===== src/rtl/uart_inst_loader.sv =====
// uart_inst_loader: boot-time front end of the core.
// Receives 8N1 UART frames (LSB first) and packs them, MSB byte first, into 32-bit words.
// Each word goes to instruction memory from address 0 until the delimiter 0xFFFFFFFF arrives.
// After the delimiter, LOAD_DONE is raised and every later byte is passed on as a
// valid/ready byte stream.
//
// Ports:
//   CLK           system clock
//   INITIALIZE_N  asynchronous active-low reset
//   UART_RX       asynchronous serial input, idle high
//   IMEM_WE       one-cycle instruction-memory write strobe
//   IMEM_ADDR     word address of the write (held until the next write)
//   IMEM_WDATA    instruction word (held until the next write)
//   LOAD_DONE     sticky, delimiter received
//   INST_COUNT    number of words written
//   RX_VALID      stream byte available
//   RX_DATA       stream byte
//   RX_READY      consumer takes the byte when RX_VALID && RX_READY
//   FRAMING_ERR   sticky, a stop bit was sampled low
//   OVERRUN       sticky, a stream byte was dropped
//   OVERFLOW      sticky, an instruction word was dropped because memory was full
module uart_inst_loader #(
    parameter int unsigned T      = 130,
    parameter int unsigned ADDR_W = 14
) (
    input  logic              CLK,
    input  logic              INITIALIZE_N,
    input  logic              UART_RX,
    output logic              IMEM_WE,
    output logic [ADDR_W-1:0] IMEM_ADDR,
    output logic [31:0]       IMEM_WDATA,
    output logic              LOAD_DONE,
    output logic [ADDR_W:0]   INST_COUNT,
    output logic              RX_VALID,
    output logic [7:0]        RX_DATA,
    input  logic              RX_READY,
    output logic              FRAMING_ERR,
    output logic              OVERRUN,
    output logic              OVERFLOW
);

    localparam logic [15:0] HalfM1 = 16'((T / 2) - 1);
    localparam logic [15:0] FullM1 = 16'(T - 1);

    typedef enum logic [1:0] {StIdle, StStart, StData, StStop} rx_state_e;
    typedef enum logic {StLoad, StStream} ld_state_e;

    // ---------------- input synchroniser and edge detect ----------------
    // Reset to 0, not idle-high. If the line is still low mid-frame when reset is
    // released, this value means no falling edge is seen.
    logic rx_s1_q, rx_s2_q, rx_prev_q;
    logic rx_fall;

    always_ff @(posedge CLK or negedge INITIALIZE_N) begin
        if (!INITIALIZE_N) begin
            rx_s1_q   <= 1'b0;
            rx_s2_q   <= 1'b0;
            rx_prev_q <= 1'b0;
        end else begin
            rx_s1_q   <= UART_RX;
            rx_s2_q   <= rx_s1_q;
            rx_prev_q <= rx_s2_q;
        end
    end

    assign rx_fall = rx_prev_q & ~rx_s2_q;

    // ---------------- receiver ----------------
    rx_state_e   rx_state_q, rx_state_d;
    logic [15:0] cnt_q, cnt_d;
    logic [2:0]  bit_q, bit_d;
    logic [7:0]  shift_q, shift_d;
    logic        byte_evt_q, byte_evt_d;
    logic        ferr_q, ferr_d;

    always_ff @(posedge CLK or negedge INITIALIZE_N) begin
        if (!INITIALIZE_N) begin
            rx_state_q <= StIdle;
            cnt_q      <= '0;
            bit_q      <= '0;
            shift_q    <= '0;
            byte_evt_q <= 1'b0;
            ferr_q     <= 1'b0;
        end else begin
            rx_state_q <= rx_state_d;
            cnt_q      <= cnt_d;
            bit_q      <= bit_d;
            shift_q    <= shift_d;
            byte_evt_q <= byte_evt_d;
            ferr_q     <= ferr_d;
        end
    end

    always_comb begin
        rx_state_d = rx_state_q;
        cnt_d      = cnt_q;
        bit_d      = bit_q;
        shift_d    = shift_q;
        byte_evt_d = 1'b0;
        ferr_d     = ferr_q;
        case (rx_state_q)
            StIdle: begin
                if (rx_fall) begin
                    cnt_d      = HalfM1;
                    rx_state_d = StStart;
                end
            end
            StStart: begin
                if (cnt_q == 16'd0) begin
                    if (!rx_s2_q) begin
                        cnt_d      = FullM1;
                        bit_d      = 3'd0;
                        rx_state_d = StData;
                    end else begin
                        rx_state_d = StIdle;  // glitch shorter than half a bit
                    end
                end else begin
                    cnt_d = cnt_q - 16'd1;
                end
            end
            StData: begin
                if (cnt_q == 16'd0) begin
                    shift_d = {rx_s2_q, shift_q[7:1]};
                    cnt_d   = FullM1;
                    if (bit_q == 3'd7) begin
                        rx_state_d = StStop;
                    end else begin
                        bit_d = bit_q + 3'd1;
                    end
                end else begin
                    cnt_d = cnt_q - 16'd1;
                end
            end
            StStop: begin
                if (cnt_q == 16'd0) begin
                    // Return to idle mid stop bit so the next start edge is not missed.
                    if (rx_s2_q) begin
                        byte_evt_d = 1'b1;
                    end else begin
                        ferr_d = 1'b1;
                    end
                    rx_state_d = StIdle;
                end else begin
                    cnt_d = cnt_q - 16'd1;
                end
            end
            default: rx_state_d = StIdle;
        endcase
    end

    // ---------------- loader / stream ----------------
    // shift_q stays stable for at least half a bit after the byte event, so the
    // loader reads it directly.
    ld_state_e         ld_state_q, ld_state_d;
    logic [1:0]        idx_q, idx_d;
    logic [23:0]       word_q, word_d;
    logic              we_q, we_d;
    logic [ADDR_W-1:0] addr_q, addr_d;
    logic [31:0]       wdata_q, wdata_d;
    logic              done_q, done_d;
    logic [ADDR_W:0]   count_q, count_d;
    logic              ovf_q, ovf_d;
    logic              vld_q, vld_d;
    logic [7:0]        data_q, data_d;
    logic              ovr_q, ovr_d;
    logic [31:0]       full_word;

    always_ff @(posedge CLK or negedge INITIALIZE_N) begin
        if (!INITIALIZE_N) begin
            ld_state_q <= StLoad;
            idx_q      <= '0;
            word_q     <= '0;
            we_q       <= 1'b0;
            addr_q     <= '0;
            wdata_q    <= '0;
            done_q     <= 1'b0;
            count_q    <= '0;
            ovf_q      <= 1'b0;
            vld_q      <= 1'b0;
            data_q     <= '0;
            ovr_q      <= 1'b0;
        end else begin
            ld_state_q <= ld_state_d;
            idx_q      <= idx_d;
            word_q     <= word_d;
            we_q       <= we_d;
            addr_q     <= addr_d;
            wdata_q    <= wdata_d;
            done_q     <= done_d;
            count_q    <= count_d;
            ovf_q      <= ovf_d;
            vld_q      <= vld_d;
            data_q     <= data_d;
            ovr_q      <= ovr_d;
        end
    end

    always_comb begin
        ld_state_d = ld_state_q;
        idx_d      = idx_q;
        word_d     = word_q;
        we_d       = 1'b0;
        addr_d     = addr_q;
        wdata_d    = wdata_q;
        done_d     = done_q;
        count_d    = count_q;
        ovf_d      = ovf_q;
        vld_d      = vld_q;
        data_d     = data_q;
        ovr_d      = ovr_q;
        full_word  = {word_q, shift_q};
        case (ld_state_q)
            StLoad: begin
                if (byte_evt_q) begin
                    if (idx_q == 2'd3) begin
                        idx_d = 2'd0;
                        if (full_word == 32'hFFFF_FFFF) begin
                            done_d     = 1'b1;
                            ld_state_d = StStream;
                        end else if (!count_q[ADDR_W]) begin
                            we_d    = 1'b1;
                            addr_d  = count_q[ADDR_W-1:0];
                            wdata_d = full_word;
                            count_d = count_q + 1'b1;
                        end else begin
                            ovf_d = 1'b1;
                        end
                    end else begin
                        idx_d  = idx_q + 2'd1;
                        word_d = full_word[23:0];
                    end
                end
            end
            StStream: begin
                if (byte_evt_q) begin
                    if (vld_q && !RX_READY) begin
                        ovr_d = 1'b1;  // keep the unconsumed byte, drop the new one
                    end else begin
                        vld_d  = 1'b1;
                        data_d = shift_q;
                    end
                end else if (vld_q && RX_READY) begin
                    vld_d = 1'b0;
                end
            end
            default: ld_state_d = StLoad;
        endcase
    end

    assign IMEM_WE     = we_q;
    assign IMEM_ADDR   = addr_q;
    assign IMEM_WDATA  = wdata_q;
    assign LOAD_DONE   = done_q;
    assign INST_COUNT  = count_q;
    assign RX_VALID    = vld_q;
    assign RX_DATA     = data_q;
    assign FRAMING_ERR = ferr_q;
    assign OVERRUN     = ovr_q;
    assign OVERFLOW    = ovf_q;

endmodule


===== config.mk =====
export PLATFORM = sky130hd
export DESIGN_NAME = uart_inst_loader
export DESIGN_NICKNAME = d
export VERILOG_FILES = /design/src/rtl/uart_inst_loader.sv
export SDC_FILE = /design/constraint.sdc
export NUM_CORES = 1
export LEC_CHECK = 0
export BUFFER_PORTS_ARGS = -buffer_cell sky130_fd_sc_hd__buf_2
export CORE_UTILIZATION = 42
export DETAILED_ROUTE_END_ITERATION = 10
export MAX_ROUTING_LAYER = met4
export SETUP_SLACK_MARGIN = 0.3
export SLEW_MARGIN = 20
export SYNTH_ARGS = -nofsm -noshare
export SYNTH_HDL_FRONTEND = slang
export SYNTH_SLANG_ARGS = --single-unit

===== constraint.sdc =====
create_clock -name CLK -period 2.5 [get_ports CLK]
set_clock_uncertainty 0.15 [all_clocks]
set_input_delay 0.25 -clock CLK [delete_from_list [all_inputs] [get_ports CLK]]
set_output_delay 0.25 -clock CLK [all_outputs]
set_load 0.02 [all_outputs]

==> results of run 1 <==
-- worst max-delay path by stage --
stage | startpoint | endpoint | slack, ps | depth (start not counted)
after floorplan | cnt_q[0]$_DFFE_PN0P_ | cnt_q[11]$_DFFE_PN0P_ | 320 | 9
after global placement | word_q[5]$_DFFE_PN0P_ | IMEM_WDATA[6]$_DFFE_PN0P_ | 200 | 6
after detailed placement | word_q[0]$_DFFE_PN0P_ | IMEM_WDATA[2]$_DFFE_PN0P_ | 170 | 6
after CTS | cnt_q[4]$_DFFE_PN0P_ | cnt_q[6]$_DFFE_PN0P_ | 260 | 5
after global routing | cnt_q[5]$_DFFE_PN0P_ | cnt_q[6]$_DFFE_PN0P_ | 230 | 5
final | cnt_q[5]$_DFFE_PN0P_ | cnt_q[6]$_DFFE_PN0P_ | 340 | 5
-- state kept, by name (all words and copies together), names as in the netlist, named ones only --
register     cells
FRAMING_ERR      1
IMEM_ADDR       14
IMEM_WDATA      32
IMEM_WE          1
INST_COUNT      15
LOAD_DONE        1
OVERFLOW         1
OVERRUN          1
RX_DATA          8
RX_VALID         1
bit_q            3
byte_evt_q       1
cnt_q           16
idx_q            2
ld_state_q       1
rx_prev_q        1
rx_s1_q          1
rx_s2_q          1
rx_state_q       1
shift_q          8
word_q          24
-- logic make-up after synthesis --
kind of cell,share of synthesized area (%)
DFF,58.9
and+or+nand+nor,12.0
muxes,17.5
AOI/OAI and AO/OA,4.60
xor gates and xnor gates,3.36
buffers and inverters,1.53
adders and majority gates,2.18
-- critical path: cells and delay by family (launching register included) --
kind            cells  cell delay [ps]
compound gates      2              440
flops               1              440
simple gates        3             1020
-- layout by cell type (no fill, tap or decap), types with 3 or more instances in the layout --
cell,n
nor2b_1,3
ha_1,9
nor2_1,29
nand2b_1,5
buf_4,50
buf_6,3
nor4_1,6
a21oi_1,8
nand3_1,13
clkbuf_16,17
inv_1,5
xnor2_1,20
nand2_1,20
dlygate4sd3_1,3
buf_2,77
clkinv_4,3
nor3_1,5
nand4_1,15
o21bai_1,3
clkinv_2,4
and3_1,5
buf_12,5
mux2_2,89
dfrtp_1,135
o21ai_0,10
or3_1,4
-- final cells by class --
class / instances / share of cell area, %
clock buffer: 21 / 6.19
clock inverter: 11 / 1.35
inverter: 7 / 0.353
multi-input combinational: 283 / 31.3
sequential: 135 / 45.4
tap: 176 / 2.96
timing repair buffer: 138 / 12.4
-- layer usage --
metal  share of wire, %  vias up  track usage (%)  wire length, microns
met1                 48     2012             25.3                  5810
met5                  0        -                -                     0
li1                   -     1862                -                     -
met4                1.5        0             6.65                   181
met2                 47       75             28.8                  5640
met3                3.2       15             5.12                   380
-- report_power, final --
part | leakage (nW) | internal [W] | switching [W] | total [W]
combinational | 1.72 | 0.000792 | 0.000950 | 0.00174
clock | 0.273 | 0.00142 | 0.000922 | 0.00234
sequential | 1.86 | 0.00234 | 0.000173 | 0.00251
total | 3.85 | 0.00455 | 0.00205 | 0.00659
-- metrics by stage --
step	total power [W]	cell area (sq um)	cells	hold slack (ps)	utilization, %
floorplan	0.00354	5740	438	-196	-
global placement	0.00401	6670	721	96.4	50.1
detailed placement	0.00405	6670	721	98.9	50.1
CTS	0.00649	7330	763	199	55.2
global route	0.00697	7440	771	209	56.0
finish	0.00659	7440	771	198	56.0
-- repair_timing --
item | CTS | global route
hold buffers | 3 | 0
gates resized for setup | 5 | 12
endpoints found under the setup margin | 54 | 77
endpoints found under the hold margin | 57 | 0
cloned | 0 | 1
buffers inserted | 7 | 7
pin swaps | 0 | 3
==> run summary, run 1 <==
Power density cells: 886 nW/um^2
Die area: 14100 sq um
Syn Nets: 452
Number of H-tree levels: 4
Seq. cell area: 3380 sq um
CTS clk-pin slew, worst paths: 60 ps
Placement Setup Slack: 169 ps
Worst path arrival time: 2300 ps
Most common cell in the netlist: dfrtp_1
Final Hold Fails: 0
Vias: 3964
Initial antenna violation count: 0
Synth warn: 0
RSZ-0062 raised after global routing: true
Detail Placement HPWL: 8.29 mm
R2R Path Start: cnt_q[5]$_DFFE_PN0P_
Crit start category: flop
Synth area leaders: dfrtp_1 59%, mux2_2 17%, xnor2_1 3.1%, ha_1 2.2%, nor2_1 1.9%
Worst R2R End: cnt_q[6]$_DFFE_PN0P_
Run status: completed
Mapped Area: 5740 sq um
Syn avg cell area: 13.1 sq um
Worst-skew pair later-pin latency: 420 ps
Final WL: 12.0 mm
Root Buffer: clkbuf_16
Vias per Instance: 5.14
CTS tree: done
Critical path's slowest cell: dfrtp_1
TNS Setup: 0 ps
Cell-by-cell trace of the critical path: nor4_4 > nand3_2 > or3_1 > a2111oi_2 > a21oi_1
Crit-path max FO: 4
Leading area contributor after synthesis: dfrtp_1
Nets@finish: 596
Antenna diode count: 0
Pre-antenna DRT Iters: 4
Avg WL per Cell: 15.6 microns
Final setup margin: 338 ps
Post-synth ARST share: 100%
Initial Util: 43.1%
Slew Viols, Final: 0
Post-synth cell types: 45
Worst r2r path cells: 5
CTS max path bufs: 2
Vias in the first global route: 3977
First-pass GRT wire length: 20.4 mm
Num CTS Buffers: 17
Pin count of the biggest net entering global routing: 59
Initial DRC Count: 223
Layout area overhead: 29.7%
Hold Crit Start: rx_s1_q$_DFF_PN0_
FF-to-FF setup slack: 340 ps
Top Ports: 79
Post-synth EDFFs: 0
Number of clock sinks: 135
Final min period: 2160 ps
Hold worst-path end: rx_s2_q$_DFF_PN0_
Commonest cells post-synth: 135 x dfrtp_1, 89 x mux2_2, 29 x nor2_1
Static Leak: 3.85 nW
Multi-input logic area: 2330 sq um
DR DRC count: 0
FP Rows: 42
Detail Route Antenna Nets: 0
Worst Path Required: 2640 ps
Post-Syn Instances: 438
Filler instances: 1132
Fmax achieved: 462 MHz
PortBufs: 78
Worst slew pin tran: 546 ps
Die height: 119 microns
Routability congestion estimate: 0.823
Slew headroom: 63.6%
Hold Crit Depth: 0
Max VDD drop: 0.000578 V
Crit end category: flop
Chip Width: 119 microns
Share of layout cells above drive strength 1: 46.1%
Synth top area share: 58.9%
Most used flip-flop cell after synthesis: dfrtp_1
Hold WC Path Type: reg2reg
Endpoints failing setup: 0
Max cap viols: 0
Core area: 13300 sq um
Fin crit share: 86.5%
GRT overflow: 0
CP peak stage delay: 440 ps
GRT Util Overall: 19.2%
Crit path kind: reg2reg
Yosys reg bits: 135
Seq/Total Area, Yosys: 58.9%
No activity file was read; power rests on OpenSTA's default activity.
==> run 2: changes to the inputs <==
--- a/config.mk
+++ b/config.mk
@@ -6,11 +6,14 @@
 export NUM_CORES = 1
 export LEC_CHECK = 0
 export BUFFER_PORTS_ARGS = -buffer_cell sky130_fd_sc_hd__buf_2
-export CORE_UTILIZATION = 42
+export CORE_UTILIZATION = 57
 export DETAILED_ROUTE_END_ITERATION = 10
+export GPL_TIMING_DRIVEN = 0
 export MAX_ROUTING_LAYER = met4
+export PLACE_DENSITY = 0.79
 export SETUP_SLACK_MARGIN = 0.3
 export SLEW_MARGIN = 20
 export SYNTH_ARGS = -nofsm -noshare
 export SYNTH_HDL_FRONTEND = slang
 export SYNTH_SLANG_ARGS = --single-unit
+export TNS_END_PERCENT = 1
==> run 2 against run 1 <==
Sequential power about the same. Cell area down 5.4%. Register-to-register slack worse by 100 ps. Via count about the same. Largest cell class unchanged. Combinational power down 5%. Maximum frequency down 4.6%. Non-clock buffer count down 32. Global-route usage up 6.0 points. Setup slack worse by 100 ps. Sequential share of layout area up 2.6 points. Clock power down 2%. Critical endpoint is now INST_COUNT[1]$_DFFE_PN0P_. Count of clock-buffer cells in the layout down 3.
==> run summary, run 2 (synthesized netlist as in run 1, its figures left out) <==
CTS max path bufs: 2 (unchanged)
Nets@finish: 564 (-5.4%)
Worst path arrival time: 2520 ps (+220 ps)
Critical path's slowest cell: dfrtp_1
Crit-path max FO: 10 (+6)
Max cap viols: 0 (unchanged)
CTS tree: done
Power, Total: 0.00648 W (-1.7%)
P_int: 0.00436 W (-4.1%)
Initial DRC Count: 232 (+4.0%)
Final Hold Fails: 0 (unchanged)
Clock power share: 35.5% (about the same)
Max FFs per register: 32 (unchanged)
Layout area overhead: 22.7%
Slew Viols, Final: 0 (unchanged)
DR DRC count: 0 (unchanged)
Logic gate share of total power: 25.6% (-0.8 points)
Static Leak: 3.65 nW (-5.3%)
Number of clock sinks: 135 (unchanged)
Crit path kind: reg2reg
Hold WC Path Type: in2async
Commonest non-fill, non-tap cells in the layout: 135 x dfrtp_1, 89 x mux2_2, 83 x buf_2
CP peak stage delay: 460 ps (+20 ps)
Cell-by-cell trace of the critical path: nand4_1 > nor4_2 > nand3_1 > nor3b_4 > buf_2 > mux2_2
Fin crit share: 90.6% (+4.1 points)
TNS Setup: 0 ps (unchanged)
First-pass GRT wire length: 19.2 mm (-6.1%)
GRT overflow: 0 (unchanged)
GRT Util Overall: 25.2% (+6.0 points)
Final min period: 2270 ps (+103 ps)
Worst Path Required: 2750 ps (+110 ps)
PortBufs: 78 (unchanged)
Worst-skew pair later-pin latency: 520 ps (+100 ps)
Power density cells: 920 nW/um^2 (+3.9%)
Vias per Instance: 5.70 (+11%)
Vias: 3962 (-0.050%)
Vias in the first global route: 3872 (-2.6%)
Die height: 102 microns (-14%)
Core area: 9770 sq um (-26%)
Most common cell after layout, fill and taps aside: dfrtp_1
Top Ports: 79 (unchanged)
Die area: 10500 sq um (-26%)
Max VDD drop: 0.000486 V (-16%)
Detail Placement HPWL: 7.57 mm (-8.7%)
Root Buffer: clkbuf_8
Pin count of the biggest net entering global routing: 74 (+25%)
Slew headroom: 45.0% (-19 points)
Pre-antenna DRT Iters: 4 (unchanged)
Run status: completed
Crit start category: flop
Initial Util: 58.7% (+16 points)
Initial antenna violation count: 0 (unchanged)
Avg WL per Cell: 17.3 microns (+11%)
Number of H-tree levels: 4 (unchanged)
Final WL: 12.0 mm (-0.20%)
Crit end category: flop
Sw frac: 32.7% (+1.7 points)
Num CTS Buffers: 17 (unchanged)
RSZ-0062 raised after global routing: true
CTS clk-pin slew, worst paths: 60 ps (about the same)
Chip Width: 102 microns (-14%)
Routability congestion estimate: 0.888 (+8.0%)
Endpoints failing setup: 0 (unchanged)
Antenna diode count: 0 (unchanged)
FP Rows: 36 (-14%)
Detail Route Antenna Nets: 0 (unchanged)
Worst slew pin tran: 822 ps (+276 ps)
Share of layout cells above drive strength 1: 41.3% (-4.8 points)
Switch Pwr: 0.00212 W (+3.7%)
Fmax achieved: 441 MHz (-4.6%)
Sequential power share: 38.9% (+0.8 points)
## run 2: power groups by stage
| stage | clock network (W) | logic [W] | registers (W) |
|---|---|---|---|
| 2_1_floorplan | 0 | 0.00104 | 0.00250 |
| 3_3_place_gp | 0 | 0.00127 | 0.00253 |
| 3_5_place_dp | 0 | 0.00134 | 0.00254 |
| 4_1_cts | 0.00233 | 0.00157 | 0.00251 |
| 5_1_grt | 0.00244 | 0.00182 | 0.00254 |
| 6_report | 0.00230 | 0.00166 | 0.00252 |
## run 2: routing by layer
layer / wire (microns) / track usage, % / part of all wire (%) / vias up
met3: 506 / 5.88 / 4.2 / 26
met2: 6060 / 39.1 / 51 / 117
met1: 5180 / 32.1 / 43 / 2014
met4: 244 / 10.0 / 2.0 / 0
li1: - / - / - / 1805
met5: 0 / - / 0 / -
## run 2: worst paths after layout
kind,startpoint,endpoint,slack [ps],cells past startpoint
worst max-delay path,shift_q[7]$_DFFE_PN0P_,INST_COUNT[1]$_DFFE_PN0P_,230,6
worst min-delay path,INITIALIZE_N,INST_COUNT[5]$_DFFE_PN0P_,90,2
worst max register to register,shift_q[7]$_DFFE_PN0P_,INST_COUNT[1]$_DFFE_PN0P_,230,6
worst min register to register,rx_s1_q$_DFF_PN0_,rx_s2_q$_DFF_PN0_,200,0
max in group asynchronous,INITIALIZE_N,word_q[1]$_DFFE_PN0P_,1390,3
min in group CLK,rx_s1_q$_DFF_PN0_,rx_s2_q$_DFF_PN0_,200,0
## run 2: layout make-up
class | instances | area, sq um
timing repair buffer | 93 | 553
clock inverter | 13 | 123
clock buffer | 18 | 418
inverter | 7 | 26.3
buffer | 13 | 63.8
tap | 133 | 166
sequential | 135 | 3380
multi-input combinational | 283 | 2310
fill | 643 | 2740
## run 2: critical path: cells and delay by family (launching register included)
family                 cells  cell delay, ps
buffers and inverters      1             340
DFF                        1             460
muxes                      1             370
and+or+nand+nor            4             830
## run 2: metrics by stage
stage	area [sq um]	worst slack, ps	cells	utilization, %	hold WS, ps
after floorplan	5740	325	438	-	-196
after global placement	6290	-679	649	64.4	187
after detailed placement	6330	-187	650	64.8	71.6
after CTS	7010	243	692	71.8	121
after global routing	7040	99.3	695	72.0	135
final	7040	234	695	72.0	86.2
## run 2: timing repair
item	4_1_cts	5_1_grt
buffers inserted	8	3
endpoints found under the hold margin	138	0
endpoints found under the setup margin	80	105
hold buffers	3	0
pin swaps	3	2
resized for setup	9	1
==> run 3: changes to the inputs <==
--- a/config.mk
+++ b/config.mk
@@ -6,6 +6,7 @@
 export NUM_CORES = 1
 export LEC_CHECK = 0
 export BUFFER_PORTS_ARGS = -buffer_cell sky130_fd_sc_hd__buf_2
+export CORE_ASPECT_RATIO = 1.5
 export CORE_UTILIZATION = 57
 export DETAILED_ROUTE_END_ITERATION = 10
 export GPL_TIMING_DRIVEN = 0
==> run 3 against run 2 <==
The run now ends with design-rule violations left. Via count rose by 0.61%. Utilization up 2.1 points. Wire length rose by 2.6%. Worst hold slack improved by 59 ps.
==> run summary, run 3 (synthesized netlist as in run 1, its figures left out) <==
FF-to-FF setup slack: 190 ps (-40 ps)
Slew Viols, Final: 0 (unchanged)
Nets@finish: 569 (+0.89%)
Root Buffer: clkbuf_16
Pin count of the biggest net entering global routing: 104 (+41%)
DR DRC count: 17 (+17)
Cell-by-cell trace of the critical path: inv_2 > ha_4 > nor3b_4 > nand4_1 > buf_4 > o21ai_4 > buf_6 > nor2_1 > xnor2_1 > nor2_1
Initial DRC Count: 248 (+6.9%)
Fin area: 7220 sq um (+2.6%)
Share of layout cells above drive strength 1: 43.1% (+1.9 points)
Core area: 9740 sq um (-0.31%)
Avg WL per Cell: 18.0 microns (+4.4%)
PortBufs: 78 (unchanged)
Num CTS Buffers: 17 (unchanged)
Worst-skew pair later-pin latency: 410 ps (-110 ps)
Initial antenna violation count: 0 (unchanged)
Die height: 125 microns (+22%)
Vias: 3986 (+0.61%)
CP peak stage delay: 440 ps (-20 ps)
Violations in the final reports: design-rule violations
Layout area overhead: 25.9%
Seq. cell area: 3380 sq um (unchanged)
Worst slew pin tran: 775 ps (-47.1 ps)
GRT Util Overall: 25.2% (+0.052 points)
CTS clk-pin slew, worst paths: 50 ps (about the same)
Vias per Instance: 5.84 (+2.4%)
Power, Total: 0.00691 W (+6.6%)
Max FFs per register: 32 (unchanged)
Final WL: 12.3 mm (+2.6%)
Filler instances: 599 (-6.8%)
CTS tree: done
Worst path arrival time: 2450 ps (-70 ps)
Die area: 10500 sq um (about the same)
Run status: finished with violations
Crit path kind: reg2reg
Pre-antenna DRT Iters: 8 (+4)
Final Hold Fails: 0 (unchanged)
Crit end category: flop
Fin crit share: 92.4% (+1.7 points)
Routability congestion estimate: 0.857 (-3.6%)
Detail Route Antenna Nets: 0 (unchanged)
Top Ports: 79 (unchanged)
Placed instance area: 6310 sq um (-0.36%)
Vias in the first global route: 4038 (+4.3%)
Antenna diode count: 0 (unchanged)
Static Leak: 3.72 nW (+2.0%)
Crit start category: flop
Max cap viols: 0 (unchanged)
Commonest non-fill, non-tap cells in the layout: 135 x dfrtp_1, 89 x mux2_2, 79 x buf_2
First-pass GRT wire length: 20.0 mm (+4.0%)
Chip Width: 83.9 microns (-18%)
Max VDD drop: 0.000603 V (+24%)
Detail Placement HPWL: 7.61 mm (+0.59%)
RSZ-0062 raised after global routing: true
Hold WC Path Type: in2async
Endpoints failing setup: 0 (unchanged)
Crit-path max FO: 10 (unchanged)
Number of H-tree levels: 4 (unchanged)
Slew headroom: 48.1% (+3.2 points)
Worst Path Required: 2640 ps (-110 ps)
Multi-input logic area: 2390 sq um (+3.3%)
CTS max path bufs: 2 (unchanged)
GRT overflow: 0 (unchanged)
Fmax achieved: 433 MHz (-1.9%)
FP Rows: 44 (+22%)
Power density cells: 957 nW/um^2 (+3.9%)
Initial Util: 58.9% (+0.18 points)
Final min period: 2310 ps (+43.3 ps)
Crit-path most repeated cell: nor2_1
Number of clock sinks: 135 (unchanged)
Most common cell after layout, fill and taps aside: dfrtp_1
Critical path's slowest cell: dfrtp_1
run 3: cell count changes in the layout (fill, tap and decap cells not counted), moves of 3 or more:
cell / before / now
buf_6: 0 / 4
buf_4: 11 / 17
inv_6: 5 / 0
buf_2: 83 / 79
clkbuf_1: 5 / 8
run 3: report_power, final:
| group | leakage, nW | switching (W) | internal (W) |
|---|---|---|---|
| clock | 0.295 | 0.000879 | 0.00165 |
| combinational | 1.57 | 0.00107 | 0.000763 |
| sequential | 1.86 | 0.000210 | 0.00234 |
| total | 3.72 | 0.00216 | 0.00475 |
run 3: critical path: cells and delay by family, from the launching register on:
family / cells / cell delay [ps]
compound gates: 1 / 210
buf+inv: 3 / 470
simple gates: 4 / 630
flops: 1 / 440
xor+xnor: 1 / 160
fa+ha+maj: 1 / 140
run 3: layout make-up:
| type | count | share of cell area [%] |
|---|---|---|
| clock inverter | 7 | 1.63 |
| sequential | 135 | 46.8 |
| timing repair buffer | 98 | 8.23 |
| tap | 115 | 1.99 |
| clock buffer | 25 | 6.72 |
| buffer | 13 | 1.21 |
| multi-input combinational | 283 | 33.1 |
| inverter | 7 | 0.364 |
run 3: layer usage:
layer	wire, microns	vias up	GRT usage [%]
li1	-	1809	-
met4	344	0	11.1
met2	6320	157	40.7
met1	5050	1986	30.8
met3	586	34	5.17
met5	0	-	-
run 3: path summary, 6_finish.rpt:
| kind | from | end | cells after the start |
|---|---|---|---|
| setup / recovery | cnt_q[1]$_DFFE_PN0P_ | cnt_q[11]$_DFFE_PN0P_ | 10 |
| hold / removal | INITIALIZE_N | INST_COUNT[5]$_DFFE_PN0P_ | 2 |
| setup reg to reg | cnt_q[1]$_DFFE_PN0P_ | cnt_q[11]$_DFFE_PN0P_ | 10 |
| hold reg to reg | rx_s1_q$_DFF_PN0_ | rx_s2_q$_DFF_PN0_ | 0 |
| max in group asynchronous | INITIALIZE_N | IMEM_WDATA[27]$_DFFE_PN0P_ | 3 |
| min in group CLK | rx_s1_q$_DFF_PN0_ | rx_s2_q$_DFF_PN0_ | 0 |
run 3: through the flow:
| step | TNS (ps) | instances | utilization, % | hold slack (ps) | setup slack (ps) |
|---|---|---|---|---|---|
| finish | 0 | 683 | 74.1 | 145 | 191 |
| global route | 0 | 683 | 74.1 | 160 | 99.9 |
| CTS | 0 | 676 | 72.5 | 143 | 217 |
| detailed placement | -1620 | 632 | 64.7 | -20.5 | -224 |
| global placement | -90720 | 631 | 64.4 | 188 | -677 |
| floorplan | 0 | 438 | - | -196 | 325 |
run 3: what timing repair did:
item / CTS / global route
setup endpoints to repair: 82 / 97
hold buffers: 3 / 0
endpoints found under the hold margin: 137 / 0
gates resized for setup: 11 / 29
pin swaps: 4 / 5
buffers inserted: 9 / 7
